--- config.mk ---
export PLATFORM = sky130hd
export DESIGN_NAME = xdma_usr_irq_ctrl
export DESIGN_NICKNAME = d
export VERILOG_FILES = /design/src/rtl/xdma_usr_irq_pkg.sv /design/src/rtl/usr_irq_chan.sv /design/src/rtl/xdma_usr_irq_ctrl.sv
export SDC_FILE = /design/constraint.sdc
export NUM_CORES = 1
export LEC_CHECK = 0
export CAP_MARGIN = 5
export CORE_ASPECT_RATIO = 1.75
export CORE_MARGIN = 1.5
export CORE_UTILIZATION = 30
export DETAILED_ROUTE_END_ITERATION = 12
export PLACE_DENSITY = 0.67
export REMOVE_ABC_BUFFERS = 1
export SKIP_LAST_GASP = 1
export SLEW_MARGIN = 20
export SYNTH_ARGS = -nofsm -noshare
export SYNTH_HDL_FRONTEND = slang
export SYNTH_SLANG_ARGS = --single-unit
--- constraint.sdc ---
create_clock -name axi_aclk -period 3.2 [get_ports axi_aclk]
set_clock_uncertainty 0.05 [all_clocks]
set_input_delay 0.48 -clock axi_aclk [delete_from_list [all_inputs] [get_ports axi_aclk]]
set_output_delay 0.48 -clock axi_aclk [all_outputs]
set_load 0.03 [all_outputs]
--- src/rtl/xdma_usr_irq_pkg.sv ---
// Shared definitions for the XDMA user-interrupt / LED register block.
package xdma_usr_irq_pkg;

  // Register index = byte offset [4:2]
  localparam logic [2:0] REG_LED    = 3'd0;
  localparam logic [2:0] REG_MASK   = 3'd1;
  localparam logic [2:0] REG_PEND   = 3'd2;
  localparam logic [2:0] REG_TRIG   = 3'd3;
  localparam logic [2:0] REG_ACKCNT = 3'd4;
  localparam logic [2:0] REG_ID     = 3'd5;

  localparam logic [1:0] RESP_OKAY  = 2'b00;

  typedef enum logic [1:0] {IDLE, REQ, GAP} irq_state_e;

endpackage

--- src/rtl/usr_irq_chan.sv ---
// One user-interrupt channel: event edge detect, pending bit and the
// req/ack handshake FSM towards XDMA.
module usr_irq_chan
  import xdma_usr_irq_pkg::*;
(
  input  logic i_clk,
  input  logic i_rst_n,
  input  logic i_evt,
  input  logic i_trig,
  input  logic i_w1c,
  input  logic i_mask,
  input  logic i_ack,
  output logic o_req,
  output logic o_pend,
  output logic o_ack_done
);

  irq_state_e r_state, w_state_nxt;
  logic       r_evt_d;
  logic       r_pend;
  logic       w_set;
  logic       w_clr;

  // Acks outside REQ are stray and must not count or clear anything
  assign o_ack_done = (r_state == REQ) & i_ack;
  assign w_set      = i_trig | (i_evt & ~r_evt_d);
  assign w_clr      = i_w1c | o_ack_done;
  assign o_req      = (r_state == REQ);
  assign o_pend     = r_pend;

  // Event history and pending bit; a set always beats a clear
  always_ff @(posedge i_clk or negedge i_rst_n) begin
    if (!i_rst_n) begin
      r_evt_d <= 1'b0;
      r_pend  <= 1'b0;
    end else begin
      r_evt_d <= i_evt;
      r_pend  <= w_set | (r_pend & ~w_clr);
    end
  end

  // State register
  always_ff @(posedge i_clk or negedge i_rst_n) begin
    if (!i_rst_n) r_state <= IDLE;
    else          r_state <= w_state_nxt;
  end

  // Next state: req is held until ack regardless of mask, then one idle gap
  always_comb begin
    w_state_nxt = r_state;
    case (r_state)
      IDLE:    if (r_pend && i_mask) w_state_nxt = REQ;
      REQ:     if (i_ack)            w_state_nxt = GAP;
      GAP:                           w_state_nxt = IDLE;
      default:                       w_state_nxt = IDLE;
    endcase
  end

endmodule

--- src/rtl/xdma_usr_irq_ctrl.sv ---
// AXI-Lite register slave on XDMA m_axil: LED register plus a per-channel
// user-interrupt engine driving usr_irq_req / usr_irq_ack.
module xdma_usr_irq_ctrl
  import xdma_usr_irq_pkg::*;
#(
  parameter int          WIRQ     = 2,
  parameter int          ADDR_W   = 32,
  parameter logic [31:0] ID_VALUE = 32'h1ED0_0001
) (
  input  logic              axi_aclk,
  input  logic              axi_aresetn,
  input  logic [ADDR_W-1:0] s_axil_awaddr,
  input  logic [2:0]        s_axil_awprot,
  input  logic              s_axil_awvalid,
  output logic              s_axil_awready,
  input  logic [31:0]       s_axil_wdata,
  input  logic [3:0]        s_axil_wstrb,
  input  logic              s_axil_wvalid,
  output logic              s_axil_wready,
  output logic [1:0]        s_axil_bresp,
  output logic              s_axil_bvalid,
  input  logic              s_axil_bready,
  input  logic [ADDR_W-1:0] s_axil_araddr,
  input  logic [2:0]        s_axil_arprot,
  input  logic              s_axil_arvalid,
  output logic              s_axil_arready,
  output logic [31:0]       s_axil_rdata,
  output logic [1:0]        s_axil_rresp,
  output logic              s_axil_rvalid,
  input  logic              s_axil_rready,
  input  logic [WIRQ-1:0]   irq_evt,
  output logic [WIRQ-1:0]   usr_irq_req,
  input  logic [WIRQ-1:0]   usr_irq_ack,
  output logic [7:0]        led
);

  logic            r_awready, r_wready, r_bvalid, r_arready, r_rvalid;
  logic            r_aw_held, r_w_held;
  logic [2:0]      r_awaddr;
  logic [31:0]     r_wdata;
  logic [3:0]      r_wstrb;
  logic [31:0]     r_rdata;
  logic [7:0]      r_led;
  logic [WIRQ-1:0] r_mask;
  logic [15:0]     r_ackcnt;

  logic            w_aw_hs, w_w_hs, w_ar_hs, w_wr_do;
  logic            w_aw_held_nxt, w_w_held_nxt, w_bvalid_nxt, w_rvalid_nxt;
  logic            w_wr_led, w_wr_mask, w_wr_pend, w_wr_trig;
  logic [WIRQ-1:0] w_trig, w_w1c, w_pend, w_req, w_ack_done;
  logic [15:0]     w_ack_inc;
  logic [31:0]     w_rd_data;
  logic            w_unused;

  assign w_unused = &{1'b0, s_axil_awprot, s_axil_arprot, s_axil_awaddr,
                      s_axil_araddr, r_wdata, r_wstrb};

  assign w_aw_hs = s_axil_awvalid & r_awready;
  assign w_w_hs  = s_axil_wvalid  & r_wready;
  assign w_ar_hs = s_axil_arvalid & r_arready;
  assign w_wr_do = r_aw_held & r_w_held & ~r_bvalid;

  assign w_aw_held_nxt = w_wr_do ? 1'b0 : (r_aw_held | w_aw_hs);
  assign w_w_held_nxt  = w_wr_do ? 1'b0 : (r_w_held  | w_w_hs);
  assign w_bvalid_nxt  = w_wr_do | (r_bvalid & ~s_axil_bready);
  assign w_rvalid_nxt  = w_ar_hs | (r_rvalid & ~s_axil_rready);

  assign w_wr_led  = w_wr_do & (r_awaddr == REG_LED);
  assign w_wr_mask = w_wr_do & (r_awaddr == REG_MASK);
  assign w_wr_pend = w_wr_do & (r_awaddr == REG_PEND);
  assign w_wr_trig = w_wr_do & (r_awaddr == REG_TRIG);

  // Write channel: independent AW/W capture, one write outstanding at a time
  always_ff @(posedge axi_aclk or negedge axi_aresetn) begin
    if (!axi_aresetn) begin
      r_awready <= 1'b0;
      r_wready  <= 1'b0;
      r_aw_held <= 1'b0;
      r_w_held  <= 1'b0;
      r_bvalid  <= 1'b0;
      r_awaddr  <= '0;
      r_wdata   <= '0;
      r_wstrb   <= '0;
    end else begin
      r_aw_held <= w_aw_held_nxt;
      r_w_held  <= w_w_held_nxt;
      r_bvalid  <= w_bvalid_nxt;
      r_awready <= ~w_aw_held_nxt & ~w_bvalid_nxt;
      r_wready  <= ~w_w_held_nxt  & ~w_bvalid_nxt;
      if (w_aw_hs) r_awaddr <= s_axil_awaddr[4:2];
      if (w_w_hs) begin
        r_wdata <= s_axil_wdata;
        r_wstrb <= s_axil_wstrb;
      end
    end
  end

  // LED and MASK registers, byte strobes honoured
  always_ff @(posedge axi_aclk or negedge axi_aresetn) begin
    if (!axi_aresetn) begin
      r_led  <= '0;
      r_mask <= '0;
    end else begin
      if (w_wr_led && r_wstrb[0]) r_led <= r_wdata[7:0];
      for (int i = 0; i < WIRQ; i++)
        if (w_wr_mask && r_wstrb[i/8]) r_mask[i] <= r_wdata[i];
    end
  end

  // Ack counter advances by the number of channels completing this cycle
  always_comb begin
    w_ack_inc = '0;
    for (int i = 0; i < WIRQ; i++) w_ack_inc = w_ack_inc + {15'd0, w_ack_done[i]};
  end

  // ACKCNT, free-running wrap
  always_ff @(posedge axi_aclk or negedge axi_aresetn) begin
    if (!axi_aresetn) r_ackcnt <= '0;
    else              r_ackcnt <= r_ackcnt + w_ack_inc;
  end

  // Read mux on the live address; sampled at AR handshake so PEND is pre-write
  always_comb begin
    w_rd_data = '0;
    case (s_axil_araddr[4:2])
      REG_LED:    w_rd_data[7:0]      = r_led;
      REG_MASK:   w_rd_data[WIRQ-1:0] = r_mask;
      REG_PEND:   w_rd_data[WIRQ-1:0] = w_pend;
      REG_ACKCNT: w_rd_data[15:0]     = r_ackcnt;
      REG_ID:     w_rd_data           = ID_VALUE;
      default:    w_rd_data           = '0;
    endcase
  end

  // Read channel: registered data, arready whenever no response is pending
  always_ff @(posedge axi_aclk or negedge axi_aresetn) begin
    if (!axi_aresetn) begin
      r_arready <= 1'b0;
      r_rvalid  <= 1'b0;
      r_rdata   <= '0;
    end else begin
      r_rvalid  <= w_rvalid_nxt;
      r_arready <= ~w_rvalid_nxt;
      if (w_ar_hs) r_rdata <= w_rd_data;
    end
  end

  for (genvar g = 0; g < WIRQ; g++) begin : g_chan
    assign w_trig[g] = w_wr_trig & r_wstrb[g/8] & r_wdata[g];
    assign w_w1c[g]  = w_wr_pend & r_wstrb[g/8] & r_wdata[g];

    usr_irq_chan u_chan (
      .i_clk      (axi_aclk),
      .i_rst_n    (axi_aresetn),
      .i_evt      (irq_evt[g]),
      .i_trig     (w_trig[g]),
      .i_w1c      (w_w1c[g]),
      .i_mask     (r_mask[g]),
      .i_ack      (usr_irq_ack[g]),
      .o_req      (w_req[g]),
      .o_pend     (w_pend[g]),
      .o_ack_done (w_ack_done[g])
    );
  end

  assign s_axil_awready = r_awready;
  assign s_axil_wready  = r_wready;
  assign s_axil_bvalid  = r_bvalid;
  assign s_axil_bresp   = RESP_OKAY;
  assign s_axil_arready = r_arready;
  assign s_axil_rvalid  = r_rvalid;
  assign s_axil_rdata   = r_rdata;
  assign s_axil_rresp   = RESP_OKAY;
  assign usr_irq_req    = w_req;
  assign led            = r_led;

endmodule
== Word level (Yosys, flattened, before mapping) ==
Cells that the tools add are included.
W data, S select, Z words.

* Register bits after elaboration: 85
* Latch bits: 0
* RAM bits: 0
* ROM bits: 0
* Input bits: 117
* Output and inout bits: 51
* Logic and storage cells: 103
* Memories: 0

* Add/sub/neg operators: 2
* $mul: 0
* Divide/modulo/power cells: 0
* $lt $le $gt $ge: 0
* Eq/ne operators: 13
* Shift-type cells: 0
* Mux-type cells: 12
* Bitwise logic cells: 46
* Reduce and logical (&&, ||, !) cells: 10

{| class="wikitable"
|+ Operator list
! kind !! number
|-
| $and A1 B1 Y1 || 25
|-
| $add A16 B2 Y16 || 1
|-
| $mux W13 || 1
|-
| $pmux W6 S2 || 1
|-
| $not A1 Y1 || 11
|-
| $or A1 B1 Y1 || 10
|-
| $pmux W2 S5 || 1
|-
| $eq A3 B2 Y1 const B || 3
|-
| $mux W2 || 4
|-
| $mux W8 || 1
|-
| $pmux W2 S2 || 2
|-
| $eq A3 B1 Y1 const B || 2
|-
| $eq A3 B3 Y1 const B || 2
|-
| $logic_not A3 Y1 || 2
|-
| $eq A2 B1 Y1 const B || 2
|-
| $logic_and A1 B1 Y1 || 4
|-
| $logic_not A2 Y1 || 2
|-
| $ne A2 B1 Y1 const B || 2
|-
| $ne A2 B2 Y1 const B || 2
|-
| $reduce_and A2 Y1 || 2
|-
| $add A1 B1 Y2 || 1
|-
| $mux W1 || 2
|}

== Logic depth before layout (Yosys ltp) ==
Gate-level depths: netlist of run 1.

* Depth after elaboration: 9
* Gate-level depth with buffers: 9
* Gate-level depth less buffers: 8

== Modules after synthesis ==
From an unflattened synthesis of run 1, not the netlist that was laid out.

* Cells, all modules: 273
* Area total of the unflattened synthesis: 3139.3 sq um

{| class="wikitable"
|+ By module, submodules not included
! module !! times used !! cells an instance !! area each (sq um) !! seq. area each (sq um)
|-
| xdma_usr_irq_ctrl || 1 || 245 || 2786.4 || 1551.5
|-
| usr_irq_chan || 2 || 14 || 176.4 || 100.1
|}

== Least setup slack after synthesis of run 1 ==
No wires, ideal clock.

* Path type: reg2reg
* From: register g_chan[0].u_chan.r_state[1]
* To: register r_ackcnt[12]
* Library setup time: 0.123 ns
* Data arrival time: 1.750 ns
* Required time: 3.027 ns
* Path slack: 1.277 ns
* Stages on the path, launching flop included: 10
* Buffers on the path: 1
* Clock period less this slack: 1.923 ns
* Cells stage by stage: dfrtp_1 nor2b_1 nand2_1 fa_1 inv_1 ha_1 and3_1 buf_2 nand4_1 xnor2_1

* Word-level cells in the longest chain between the ends: 4

{| class="wikitable"
|+ Ends and longest elaborated chain
! element !! RTL line !! RTL
|-
| start, declared || usr_irq_chan.sv:18 || <nowiki>irq_state_e r_state, w_state_nxt;</nowiki>
|-
| start signal, assigned || usr_irq_chan.sv:45 || <nowiki>else r_state <= w_state_nxt;</nowiki>
|-
| $eq A2 B1 Y1 || -- ||
|-
| via g_chan[0].u_chan.o_req || usr_irq_chan.sv:13 || <nowiki>output logic o_req,</nowiki>
|-
| $and A1 B1 Y1 || usr_irq_chan.sv:25 || <nowiki>assign o_ack_done = (r_state == REQ) & i_ack;</nowiki>
|-
| $add A1 B1 Y2 || xdma_usr_irq_ctrl.sv:113 || <nowiki>for (int i = 0; i < WIRQ; i++) w_ack_inc = w_ack_inc + {15'd0, w_ack_done[i]};</nowiki>
|-
| $add A16 B2 Y16 || xdma_usr_irq_ctrl.sv:119 || <nowiki>else r_ackcnt <= r_ackcnt + w_ack_inc;</nowiki>
|-
| end signal, assigned || xdma_usr_irq_ctrl.sv:119 ||
|-
| end, declared || xdma_usr_irq_ctrl.sv:45 || <nowiki>logic [15:0] r_ackcnt;</nowiki>
|}

The timed path passes the listed nets, and every way through them passes these cells.
A chain may end at the register's enable or synchronous reset.

== Worst setup path after layout of run 1 ==
* From: input port usr_irq_ack[0]
* To: register r_ackcnt[14]

* Word-level cells in the longest chain between the ends: 3

{| class="wikitable"
|+ Ends and longest elaborated chain
! element !! RTL line !! RTL
|-
| start, declared || xdma_usr_irq_ctrl.sv:33 || <nowiki>input logic [WIRQ-1:0] usr_irq_ack,</nowiki>
|-
| $and A1 B1 Y1 || usr_irq_chan.sv:25 ||
|-
| $add A1 B1 Y2 || xdma_usr_irq_ctrl.sv:113 ||
|-
| $add A16 B2 Y16 || xdma_usr_irq_ctrl.sv:119 ||
|}

No other way between the ends.

==> results of run 1 <==
==> per-layer routing <==
layer,track usage [%],vias up,share of wire (%)
li1,-,922,-
met1,13.40,960,39
met2,21.84,64,55
met3,3.502,7,4.6
met4,5.556,0,1.7
met5,0,-,0
==> flip-flops by register name, summed over array words and instances (netlist names), 2 cells and up <==
signal / flops
g_chan.u_chan.o_pend: 2
r_mask: 2
s_axil_rdata: 17
r_ackcnt: 16
g_chan.u_chan.r_state: 4
r_awaddr: 3
g_chan.u_chan.r_evt_d: 2
r_wdata: 8
led: 8
==> cell type report <==
cell class	instances	share of cell area (%)
Clock buffer	13	6.535
Clock inverter	1	0.7540
Inverter	11	1.037
Multi-Input combinational cell	146	27.18
Sequential cell	70	43.98
Tap cell	125	3.927
Timing Repair Buffer	66	16.59
==> critical path, stage by stage <==
cell	delay, ns
clkdlybuf4s50_1	0.47
nand2_1	0.11
fa_1	0.45
inv_1	0.07
ha_1	0.21
and3_1	0.32
nand3_1	0.14
xnor2_1	0.14
==> cell families (layout without fill, tap and decap cells) <==
logic type | after synthesis | after routing | synth area share [%]
AO/OA/AOI/OAI | 26 | 26 | 5.924
XOR/XNOR | 14 | 14 | 4.060
adder cells (fa/ha/maj) | 2 | 2 | 1.077
buffers and inverters | 38 | 91 | 7.664
flip-flops | 70 | 70 | 58.00
multiplexers | 33 | 33 | 12.97
other | 1 | 13 | 0.1242
AND/OR/NAND/NOR | 58 | 58 | 10.19
==> through the flow <==
stage          power (mW)  utilization [%]  hold slack [ns]
2_1_floorplan       1.907                -           0.1344
3_3_place_gp        2.278            37.49           0.3566
3_5_place_dp        2.317            37.49           0.3646
4_1_cts             3.302            40.43           0.1934
5_1_grt             3.433            40.43           0.2345
6_report            3.261            40.43           0.1726
==> cell usage in the layout (no fill, tap or decap), types with 2 or more instances in the layout <==
master	synthesis	layout
nand4_1	5	5
and4_1	2	2
mux2_2	17	17
o21ai_0	10	10
buf_4	21	2
clkbuf_8	0	2
o221ai_1	2	2
nand2_1	22	22
nor2b_1	6	6
mux2_4	8	8
nand3_1	7	7
dfrtp_1	70	70
inv_1	11	11
a22o_1	8	8
and3_1	3	3
mux2i_1	8	8
a21oi_1	3	3
clkbuf_16	0	9
xor2_1	2	2
and3b_1	2	2
clkdlybuf4s50_1	0	62
clkbuf_1	3	2
conb_1	1	13
nor2_1	5	5
xnor2_1	12	12
==> worst max path at each step <==
stage	depth (start not counted)	from	endpoint
CTS	8	usr_irq_ack[0]	r_ackcnt[12]$_DFF_PN0_
floorplan	8	g_chan[0].u_chan.r_state[1]$_DFFE_PN0P_	r_ackcnt[12]$_DFF_PN0_
detailed placement	8	usr_irq_ack[0]	r_ackcnt[12]$_DFF_PN0_
finish	8	usr_irq_ack[0]	r_ackcnt[14]$_DFF_PN0_
global route	8	usr_irq_ack[0]	r_ackcnt[12]$_DFF_PN0_
global placement	8	usr_irq_ack[0]	r_ackcnt[12]$_DFF_PN0_
==> power by group <==
part / switching [mW] / internal, mW
Sequential: 0.186 / 1.14
Combinational: 0.484 / 0.478
Clock: 0.340 / 0.637
==> summary.txt, run 1 <==
Run status
  • Outcome: finished clean

Yosys
  • Largest area contributor in the netlist: dfrtp_1
  • Post-Syn Instances: 242
  • Yosys top cell area share: ~58%
  • Yosys reg bits: 70
  • Post-Syn Area: 3020 um^2
  • Sequential share of the synthesized area: roughly 58%
  • Ys flop type: dfrtp_1
  • Async set or reset register ratio after synthesis: 100.0%
  • Synth Area per Inst: 12.48 um^2
  • Most frequent cell after synthesis: dfrtp_1
  • Post-synth EDFFs: 0
  • Largest cells by area after synthesis: dfrtp_1, mux2_2, buf_4
  • Synth cell count leaders: dfrtp_1, nand2_1, buf_4
  • Synth unique cells: 35
  • Ys Warns: 0

CTS
  • Post-CTS sizing: 0
  • CTS clk-pin slew, worst paths: roughly 0.05 ns
  • Clock H-tree levels: 3
  • Num CTS Buffers: 9
  • Sink Count: 70
  • Clock tree from TritonCTS: done
  • Clock Tree Root: clkbuf_16
  • CTS Buffer Depth: 2
  • Later-pin clock latency in the skew report: between 0.3 and 0.4 ns
  • Setup repair bufs after CTS: 0
  • Post-CTS Hold Buffers: 0

Final layout
  • Layout cells sized above 1: between 10% and 20%
  • Cell area after layout: 3983 um^2
  • Syn-to-layout area delta: 31.86%
  • Final std cells w/o fill: 432
  • Ant. Diodes: 0
  • Sequential Area: roughly 1800 um^2
  • Area of the multi-input gates: 1082 um^2
  • Final #Nets: 423
  • Count of filler cells inserted in the layout: 947

Detailed routing
  • Mean number of vias per cell: roughly 4.5
  • Via count: around 2000
  • DR WL/cell: 14.01 um
  • Total Wirelength: 6052 um
  • Pre-antenna DRT Iters: 4
  • Drc violations: 0
  • Post-route ant nets: 0
  • Starting DRT DRC Count: 90

Die
  • Boundary pin count: 168
  • Site row count: 48
  • Die area: 10700 um^2
  • Die width: a little under 80 um
  • Die height: 135.7 um
  • Core Area: about 10000 um^2
  • Starting Density: 30.67%

STA
  • F_max: between 400 and 500 MHz
  • Setup ws final: 0.9584 ns
  • Setup violators final: 0
  • Slew headroom: 49.89%
  • Min cycle time layout: 2.242 ns
  • Slew Viols, Final: 0
  • RSZ-0062 raised after global routing: false
  • Worst slew pin tran: 0.7516 ns
  • Setup TNS: 0 ns
  • Hold Vio Cnt, Final: 0
  • Final period util: 70.05%

Worst setup path
  • Crit path DAT: 2.40 ns
  • Register-to-register setup slack: 1.04 ns
  • Reg-to-Reg Start: g_chan[0].u_chan.r_state[0]$_DFFE_PN0P_
  • Data required, critical path: 3.36 ns
  • Crit start category: primary input
  • Crit path capture type: flip-flop
  • Largest fanout on the critical path: 5
  • R2r endpoint: r_ackcnt[14]$_DFF_PN0_
  • Setup CP Type: in2reg
  • Worst Reg2Reg Path Length in Cells: 8

Global route
  • Gr usage total: about an eighth
  • GRT overflow: 0
  • Pin count of the biggest net entering global routing: 39
  • Wire length of the first global-routing pass: 9929 um
  • Vias in the first global route: 1988
  • Initial antenna violation count: 0

Place
  • Inst Count DP: 418
  • Detail Placement HPWL: 4544 um
  • Pre-CTS setup slack: 0.5879 ns
  • Placed cell area: 3692 um^2
  • Placer Congestion: 0.6848
  • Port Buf Inserts: 63

Power and ir drop
  • Peak VDD IR: ~0.48 mV
  • Power density over the cells: around 820 nW/um^2
  • Leak Pwr: roughly 1.8 nW

Hold path
  • Worst hold path type: in2async

Job
  • Maximum Capacitance Violations: 0
(Power assumes the default switching activity.)
==> run 2: changes to the inputs <==
- PLACE_DENSITY: 0.67 -> 0.7
- clock period: 3.2 -> 1.9 ns (I/O delays scaled with it)
==> summary.txt, run 2 (same netlist as run 1, synthesis figures left out) <==
Worst setup path
  • Top cell family by delay on the critical path: simple AND/OR/NAND/NOR gates (was adder cells)
  • CP startpoint: g_chan[1].u_chan.r_state[1]$_DFFE_PN0P_ (was usr_irq_ack[0])
  • Crit start category: flip-flop (was primary input)
  • Chain of cells forming the critical path: nor2b_2 -> nand2_2 -> fa_2 -> inv_2 -> ha_4 -> and3_4 -> nand4_1 -> xnor2_1 (was clkdlybuf4s50_1 -> nand2_1 -> fa_1 -> inv_1 -> ha_1 -> and3_1 -> nand3_1 -> xnor2_1)
  • Largest fanout on the critical path: 5 (unchanged)
  • Crit path DAT: 2.04 ns (was 2.40 ns)
  • Crit path capture type: flip-flop (unchanged)
  • CP Buf/Inv Count: 1 (was 2)
  • Reg-to-Reg Start: g_chan[1].u_chan.r_state[1]$_DFFE_PN0P_ (was g_chan[0].u_chan.r_state[0]$_DFFE_PN0P_)
  • Register-to-register setup slack: 0.03 ns (was 1.04 ns)
  • Slowest library cell on the worst path: fa_2 (was clkdlybuf4s50_1)
  • Critical path's largest stage delay: 0.40 ns (was 0.47 ns)
  • Data required, critical path: 2.06 ns (was 3.36 ns)
  • Setup CP Type: reg2reg (was in2reg)

CTS
  • Clock tree from TritonCTS: done (unchanged)
  • Clock Tree Root: clkbuf_16 (unchanged)
  • Clock H-tree levels: 3 (unchanged)
  • Num CTS Buffers: 9 (unchanged)
  • CTS clk-pin slew, worst paths: 0.05 ns (about the same)
  • CTS Buffer Depth: 2 (unchanged)
  • Sink Count: 70 (unchanged)
  • Later-pin clock latency in the skew report: 0.33 ns (was 0.32 ns)

Place
  • Inst Count DP: 430 (was 418)
  • Placed cell area: 3795 um^2 (was 3692 um^2)
  • Detail Placement HPWL: 4708 um (was 4544 um)
  • Placer Congestion: 0.7744 (was 0.6848)
  • Port Buf Inserts: 63 (unchanged)

Die
  • Site row count: 48 (unchanged)
  • Starting Density: 30.67% (unchanged)
  • Die height: 135.7 um (unchanged)
  • Boundary pin count: 168 (unchanged)
  • Die width: 78.85 um (unchanged)
  • Core Area: 9849 um^2 (unchanged)
  • Die area: 10700 um^2 (unchanged)

Final layout
  • Final #Nets: 442 (was 423)
  • Cell area after layout: 4169 um^2 (was 3983 um^2)
  • Count of filler cells inserted in the layout: 945 (was 947)
  • Largest register FFs: 17 (unchanged)
  • Final std cells w/o fill: 453 (was 432)
  • Most frequent cells in the layout: dfrtp_1, clkdlybuf4s50_1, nand2_1 (unchanged)
  • Layout cells sized above 1: 23.17% (was 14.66%)
  • Syn-to-layout area delta: 38.03% (was 31.86%)
  • Ant. Diodes: 0 (unchanged)
  • Core Util, Final: 42.33% (was 40.43%)
  • Most common cell after layout, fill and taps aside: dfrtp_1 (unchanged)

STA
  • Setup TNS: 0 ns (unchanged)
  • Hold Vio Cnt, Final: 0 (unchanged)
  • Slew Viols, Final: 0 (unchanged)
  • RSZ-0062 raised after global routing: true (was false)
  • Setup violators final: 0 (unchanged)
  • Final period util: 98.66%
  • WHS: 0.3506 ns (was 0.1726 ns)
  • Min cycle time layout: between 1.5 and 2 ns
  • F_max: 533.5 MHz

Detailed routing
  • Post-route ant nets: 0 (unchanged)
  • Mean number of vias per cell: 4.539 (was 4.521)
  • Starting DRT DRC Count: 80 (was 90)
  • Via count: 2056 (was 1953)
  • Pre-antenna DRT Iters: 4 (unchanged)
  • Total Wirelength: 6246 um (was 6052 um)
  • Drc violations: 0 (unchanged)
  • DR WL/cell: 13.79 um (was 14.01 um)

Power and ir drop
  • Peak VDD IR: 0.8230 mV (was 0.4752 mV)
  • Leak Pwr: 1.959 nW (was 1.828 nW)
  • Power density over the cells: 1313 nW/um^2 (was 818.8 nW/um^2)

Global route
  • Initial antenna violation count: 0 (unchanged)
  • GRT overflow: 0 (unchanged)
  • Gr usage total: 12.64% (was 12.31%)
  • Vias in the first global route: 2067 (was 1988)
  • Pin count of the biggest net entering global routing: 24 (was 39)
  • Wire length of the first global-routing pass: 10100 um (was 9929 um)

Job
  • Maximum Capacitance Violations: 0 (unchanged)

Run status
  • Outcome: finished clean (unchanged)

Hold path
  • Worst hold path type: in2async (unchanged)
run 2: cell count changes in the layout (fill, tap and decap cells not counted), sizes merged:
cell / before / now
buf: 4 / 22
bufinv: 1 / 0
clkbuf: 13 / 12
clkdlybuf4s50: 62 / 58
clkinv: 0 / 3
clkinvlp: 0 / 1
dlygate4sd2: 0 / 2
dlygate4sd3: 0 / 1
dlymetal6s2s: 0 / 2
run 2: metal layers:
| layer | share of wire (%) | global-route usage, % | up-vias |
|---|---|---|---|
| li1 | - | - | 961 |
| met1 | 37 | 13.17 | 1020 |
| met2 | 56 | 22.70 | 67 |
| met3 | 5.0 | 4.040 | 8 |
| met4 | 1.6 | 5.848 | 0 |
| met5 | 0 | 0 | - |
run 2: area by class of cell:
class	count	area, um^2	area share [%]
well taps	125	156.4	3.751
clock buffers	12	246.5	5.912
flip-flops and latches	70	1752	42.02
repair buffers	85	820.8	19.69
multi-input cells	146	1130	27.10
inverters	11	41.29	0.9904
clock inverters	4	22.52	0.5402
run 2: worst paths after layout:
path / cells past startpoint / to
worst max-delay path: 8 / r_ackcnt[12]$_DFF_PN0_
worst min-delay path: 2 / r_ackcnt[9]$_DFF_PN0_
worst max register to register: 8 / r_ackcnt[12]$_DFF_PN0_
worst min register to register: 1 / g_chan[1].u_chan.r_state[0]$_DFFE_PN0P_
max in group asynchronous: 3 / g_chan[1].u_chan.r_evt_d$_DFF_PN0_
min in group axi_aclk: 1 / g_chan[1].u_chan.r_evt_d$_DFF_PN0_
run 2: stage by stage:
step                      power (mW)  worst slack (ns)
after floorplan                3.211           -0.4631
after global placement         3.909           -0.3258
after detailed placement       3.969           -0.3610
after CTS                      5.515         -0.006627
after global routing           5.805          -0.06842
final                          5.475           0.02541
run 2: power by group:
part	switching (mW)	internal (mW)	leakage [nW]
registers	0.321	1.91	0.903
clock network	0.585	0.911	0.132
logic	0.847	0.900	0.923
total	1.75	3.72	1.96
run 2: timing repair:
| item | 4_1_cts | 5_1_grt |
|---|---|---|
| hold endpoints to repair | 10 | 0 |
| buffers inserted | 2 | 4 |
| setup endpoints to repair | 11 | 12 |
| pin swaps | 1 | 4 |
| hold buffers | 1 | 0 |
| gates resized for setup | 7 | 11 |
==> RTL change 1, RTL diff (config.mk and constraints of run 2) <==
Change the parameter `WIRQ` from 2 to 4.
--- a/src/rtl/xdma_usr_irq_ctrl.sv
+++ b/src/rtl/xdma_usr_irq_ctrl.sv
@@ -3,7 +3,7 @@
 module xdma_usr_irq_ctrl
   import xdma_usr_irq_pkg::*;
 #(
-  parameter int          WIRQ     = 2,
+  parameter int          WIRQ     = 4,
   parameter int          ADDR_W   = 32,
   parameter logic [31:0] ID_VALUE = 32'h1ED0_0001
 ) (
Ports: changed (resized irq_evt, usr_irq_ack and usr_irq_req); port bits go from 168 to 174. No check against the original RTL was run, so the function may have changed too.
==> RTL change 1 against run 2 <==
The run now ends with DRC, setup timing left. Area after synthesis increased by 17%. Count of clock-buffer cells in the layout down 3. Setup slack lost 0.89 ns. Sequential share of layout area decreased by 0.99 points. Total power increased by 23%. Non-clock buffer count is 12 higher. Critical path depth unchanged. Critical endpoint is now r_ackcnt[10]$_DFF_PN0_. Sequential cell count is 10 higher. Routed wire length is 20% higher. Design area up 17%.
==> RTL change 1: results (changes against run 2) <==
Final ANT Viol Nets - 0 (unchanged)
# diodes - 0 (unchanged)
P_leak - 0.002283 µW (+17%)
M1 WL - 3.007 mm (+30%)
Tot GR Track Use - 12.74% (+0.11 points)
Status - finished with violations
Setup WS pre-CTS - -1.442 ns (-1.081 ns)
Worst vdd ir - 0.7684 mV (-6.6%)
Top cells by count, synth - dfrtp_1 (80), mux2_2 (26), buf_4 (23)
WL per Instance - 14.48 µm (+5.1%)
Setup ws final - -0.8608 ns (-0.8862 ns)
H-Tree Depth - 3 (unchanged)
CP max-delay cell - fa_1
DR WL met2 - 4.109 mm (+17%)
Number of flip-flops in the largest register - 17 (unchanged)
Crit path largest cell delay - 0.52 ns (+0.12 ns)
Initial antenna violation count - 0 (unchanged)
Setup Viol. Count Final - 15 (+15)
Distinct cells, synth - 38 (+8.6%)
Root Buffer - clkbuf_16
Post-Route WL - 7.503 mm (+20%)
Worst-path maximum fanout - 4 (-1)
CTS buffer count - 9 (unchanged)
Post-synthesis sequential area ratio - 56.54% (-1.5 points)
Commonest register cell after synthesis - dfrtp_1
Fill cells - 1016 (+7.5%)
DR top layer - met4
Largest delay contributor family on the critical path - adder cells
Ranking of synthesized cells by area - dfrtp_1 (57%), mux2_2 (8.3%), buf_4 (4.9%)
Port bufs - 69 (+9.5%)
Largest net degree at the start of global routing - 46 (+92%)
Type of the tightest min-delay check - in -> reg
Synthesized area per cell - 12.29 µm² (-1.5%)
DRT Pass-1 Iters - 8 (+4)
Vias in the first global route - 2513 (+22%)
Vias per inst - 4.604 (+1.4%)
Clock transition at the registers of the reported paths - 0.06 ns
NumNets Final - 503 (+14%)
Routed length on met3 - 349 µm (+11%)
Area post-placement - 4468 µm² (+18%)
Yosys warns - 0 (unchanged)
Drt initial violations - 151 (+89%)
Share of layout cells above drive strength 1 - 21.41% (-1.8 points)
Clock Latency Late Sink - 0.33 ns (about the same)
Detailed Place HPWL - 5.719 mm (+21%)
First-pass GRT wire length - 12.40 mm (+23%)
GPL Wtd Cong - 0.8591 (+11%)
Failing checks - DRC, setup timing
# DRC - 11 (+11)
FFs w/ async S/R, synth - 100.0% (unchanged)
CP Data Arrival Time - 2.97 ns (+0.93 ns)
CTS Buffer Depth - 2 (unchanged)
-- RTL change 1: cell count changes after synthesis, sizes merged, moves of 4 or more --
cell	run 2	this run
nand3b	0	6
nor2b	6	10
a311o	0	4
and2	0	4
dfrtp	70	80
a31oi	0	4
nand3	7	3
nand4	5	1
-- RTL change 1: logic make-up after synthesis --
kind of cell | Yosys count | synth area share, %
and+or+nand+nor | 69 | 11.31
AOI/OAI and AO/OA | 41 | 8.516
DFF | 80 | 56.54
buffers and inverters | 44 | 7.138
xor gates and xnor gates | 14 | 3.463
adders and majority gates | 4 | 2.049
other | 1 | 0.1059
muxes | 35 | 10.88
-- RTL change 1: report_power, final --
part / total (µW) / leakage, µW / switching, µW / internal, µW
Combinational: 2130 / 0.00110 / 1050 / 1080
Sequential: 2660 / 0.00102 / 462 / 2200
Clock: 1960 / 0.000162 / 677 / 1280
-- RTL change 1: through the flow --
step	TNS [ns]	power, µW	utilization (%)
3_5_place_dp	-16.66	4828	38.80
2_1_floorplan	-9.179	3849	-
4_1_cts	-9.491	6852	42.22
3_3_place_gp	-15.31	4732	38.80
6_report	-9.268	6754	42.37
5_1_grt	-10.89	7129	42.37
-- RTL change 1: worst reg2reg max path, delay by kind of cell (launching register included) --
| kind | cells | cell delay (ns) |
|---|---|---|
| xor+xnor | 1 | 0.15 |
| flops | 1 | 0.38 |
| fa+ha+maj | 3 | 1.28 |
| simple gates | 4 | 0.83 |
-- RTL change 1: layout make-up --
type                    count  share of cell area, %
multi-input cells         176                  28.08
clock buffers               9                  4.615
flip-flops and latches     80                  41.03
clock inverters             7                  2.436
well taps                 135                  3.462
inverters                  14                  1.077
repair buffers             97                  19.31
-- RTL change 1: worst paths after layout --
path	startpoint	endpoint	slack, ns	depth (start not counted)
min in group asynchronous	axi_aresetn	s_axil_rdata[15]$_DFFE_PN0P_	0.44	2
worst max register to register	g_chan[0].u_chan.r_state[1]$_DFFE_PN0P_	r_ackcnt[10]$_DFF_PN0_	-0.86	8
worst min register to register	s_axil_rdata[7]$_DFFE_PN0P_	s_axil_rdata[7]$_DFFE_PN0P_	0.43	2
worst max-delay path	g_chan[0].u_chan.r_state[1]$_DFFE_PN0P_	r_ackcnt[10]$_DFF_PN0_	-0.86	8
max in group asynchronous	axi_aresetn	g_chan[3].u_chan.r_evt_d$_DFF_PN0_	0.76	3
worst min-delay path	irq_evt[2]	g_chan[2].u_chan.r_evt_d$_DFF_PN0_	0.37	1
-- RTL change 1: per-layer routing --
layer	vias up	GRT usage, %
met3	4	3.315
met2	74	22.62
met5	-	0
li1	1139	-
met1	1168	14.61
met4	0	4.426
-- RTL change 1: what timing repair did --
action	in CTS	in global routing
endpoints found under the setup margin	20	23
pin swaps	7	5
resized for setup	11	8
buffers inserted	3	0
hold endpoints to repair	35	0
hold buffers	1	0
==> RTL change 2, RTL diff (config.mk and constraints of run 2) <==
Without the edit above. Make the reset (`axi_aresetn` and `i_rst_n`) synchronous in 6 clocked blocks.
--- a/src/rtl/usr_irq_chan.sv
+++ b/src/rtl/usr_irq_chan.sv
@@ -29,7 +29,7 @@
   assign o_pend     = r_pend;
 
   // Event history and pending bit; a set always beats a clear
-  always_ff @(posedge i_clk or negedge i_rst_n) begin
+  always_ff @(posedge i_clk) begin
     if (!i_rst_n) begin
       r_evt_d <= 1'b0;
       r_pend  <= 1'b0;
@@ -40,7 +40,7 @@
   end
 
   // State register
-  always_ff @(posedge i_clk or negedge i_rst_n) begin
+  always_ff @(posedge i_clk) begin
     if (!i_rst_n) r_state <= IDLE;
     else          r_state <= w_state_nxt;
   end
--- a/src/rtl/xdma_usr_irq_ctrl.sv
+++ b/src/rtl/xdma_usr_irq_ctrl.sv
@@ -71,7 +71,7 @@
   assign w_wr_trig = w_wr_do & (r_awaddr == REG_TRIG);
 
   // Write channel: independent AW/W capture, one write outstanding at a time
-  always_ff @(posedge axi_aclk or negedge axi_aresetn) begin
+  always_ff @(posedge axi_aclk) begin
     if (!axi_aresetn) begin
       r_awready <= 1'b0;
       r_wready  <= 1'b0;
@@ -96,7 +96,7 @@
   end
 
   // LED and MASK registers, byte strobes honoured
-  always_ff @(posedge axi_aclk or negedge axi_aresetn) begin
+  always_ff @(posedge axi_aclk) begin
     if (!axi_aresetn) begin
       r_led  <= '0;
       r_mask <= '0;
@@ -114,7 +114,7 @@
   end
 
   // ACKCNT, free-running wrap
-  always_ff @(posedge axi_aclk or negedge axi_aresetn) begin
+  always_ff @(posedge axi_aclk) begin
     if (!axi_aresetn) r_ackcnt <= '0;
     else              r_ackcnt <= r_ackcnt + w_ack_inc;
   end
@@ -133,7 +133,7 @@
   end
 
   // Read channel: registered data, arready whenever no response is pending
-  always_ff @(posedge axi_aclk or negedge axi_aresetn) begin
+  always_ff @(posedge axi_aclk) begin
     if (!axi_aresetn) begin
       r_arready <= 1'b0;
       r_rvalid  <= 1'b0;
Formal check against the unedited RTL: differs if axi_aresetn is asserted again (counterexample within 4 cycles, from zero or initial values and one cycle with axi_aresetn low); with axi_aresetn held inactive, the same outputs for 10 cycles.
==> RTL change 2 against run 2 <==
Routed wire length increased by 6.1%. Area after synthesis increased by 4.4%. Design area increased by 1.7%. Sequential cell count unchanged. Critical path type is now in -> reg. Setup slack improved by 0.039 ns. Critical path depth decreased by 1. Die area increased by 4.3%. Critical endpoint is now r_ackcnt[5]$_SDFF_PN0_. Count of clock-buffer cells in the layout unchanged.
Power is not compared: it rests on default switching activity, and its combinational part moved more than twofold at a synthesized area within 25%.
==> RTL change 2: results (changes against run 2) <==
Distinct cells, synth - 42 (+20%)
Share of layout cells above drive strength 1 - 13.05% (-10 points)
Area post-placement - 3877 µm² (+2.2%)
Drt initial violations - 122 (+53%)
R2R Path Start - g_chan[0].u_chan.r_state[1]$_SDFFE_PN0P_
Post-Place Cells - 516 (+20%)
Routed length on met3 - 311 µm (-1.3%)
Crit path launch - usr_irq_ack[1]
Vias per inst - 4.537 (about the same)
Worst r2r dst - r_ackcnt[5]$_SDFF_PN0_
Post-Route WL - 6.626 mm (+6.1%)
Worst setup endpoint - r_ackcnt[5]$_SDFF_PN0_
Type of the tightest min-delay check - in -> reg
M1 WL - 2.754 mm (+19%)
Crit path largest cell delay - 0.48 ns (+0.08 ns)
First-pass GRT wire length - 10.74 mm (+6.3%)
GPL Wtd Cong - 0.7530 (-2.8%)
Post-CTS setup buffers - 1 (-1)
FFs w/ async S/R, synth - 0% (-100 points)
Max Fclk - 544.7 MHz (+2.1%)
Worst-Margin Slew - 0.5572 ns
WL per Instance - 12.43 µm (-9.8%)
Setup WS pre-CTS - -0.5552 ns (-0.1943 ns)
FF-to-FF setup slack - 0.09 ns (+0.06 ns)
Status - completed
Synthesized area per cell - 9.501 µm² (-24%)
Vias in the first global route - 2271 (+9.9%)
FF-to-FF path depth - 6 (-2)
Largest net degree at the start of global routing - 37 (+54%)
DR WL met2 - 3.424 mm (-2.8%)
CP max-delay cell - clkdlybuf4s50_1
Post-synthesis sequential area ratio - 44.43% (-14 points)
Minimum hold slack - 0.3174 ns (-0.03319 ns)
Tot GR Track Use - 12.38% (-0.25 points)
Ranking of synthesized cells by area - dfxtp_1 (44%), mux2i_1 (7.6%), buf_4 (5.5%)
Top cells by count, synth - dfxtp_1 (70), nand2_1 (43), mux2i_1 (24)
Detailed Place HPWL - 4.926 mm (+4.6%)
==> RTL change 2: changes by cell type in the layout (fill, tap and decap cells not counted), moves of 19 or more <==
cell	before	now
and2_1	0	23
dfrtp_1	70	0
dfxtp_1	0	70
nand2_1	21	42
nor2b_1	3	22
==> RTL change 2: cell families after synthesis <==
kind of cell	share of synthesized area (%)
AOI/OAI and AO/OA	9.004
xor gates and xnor gates	2.499
adders and majority gates	1.031
buffers and inverters	8.013
DFF	44.43
muxes	8.330
other	0.1189
and+or+nand+nor	26.58
==> RTL change 2: layout make-up <==
class | count | area (µm²)
clock buffers | 12 | 266.5
clock inverters | 4 | 20.02
fillers | 997 | 5997
inverters | 5 | 18.77
multi-input cells | 234 | 1608
flip-flops and latches | 70 | 1401
well taps | 127 | 158.9
repair buffers | 81 | 768.2
==> RTL change 2: metal layers <==
metal  global-route usage (%)  vias up
met5                        0        -
met1                    13.88     1119
met3                    3.882       11
li1                         -     1219
met2                    21.05       69
met4                    5.354        0
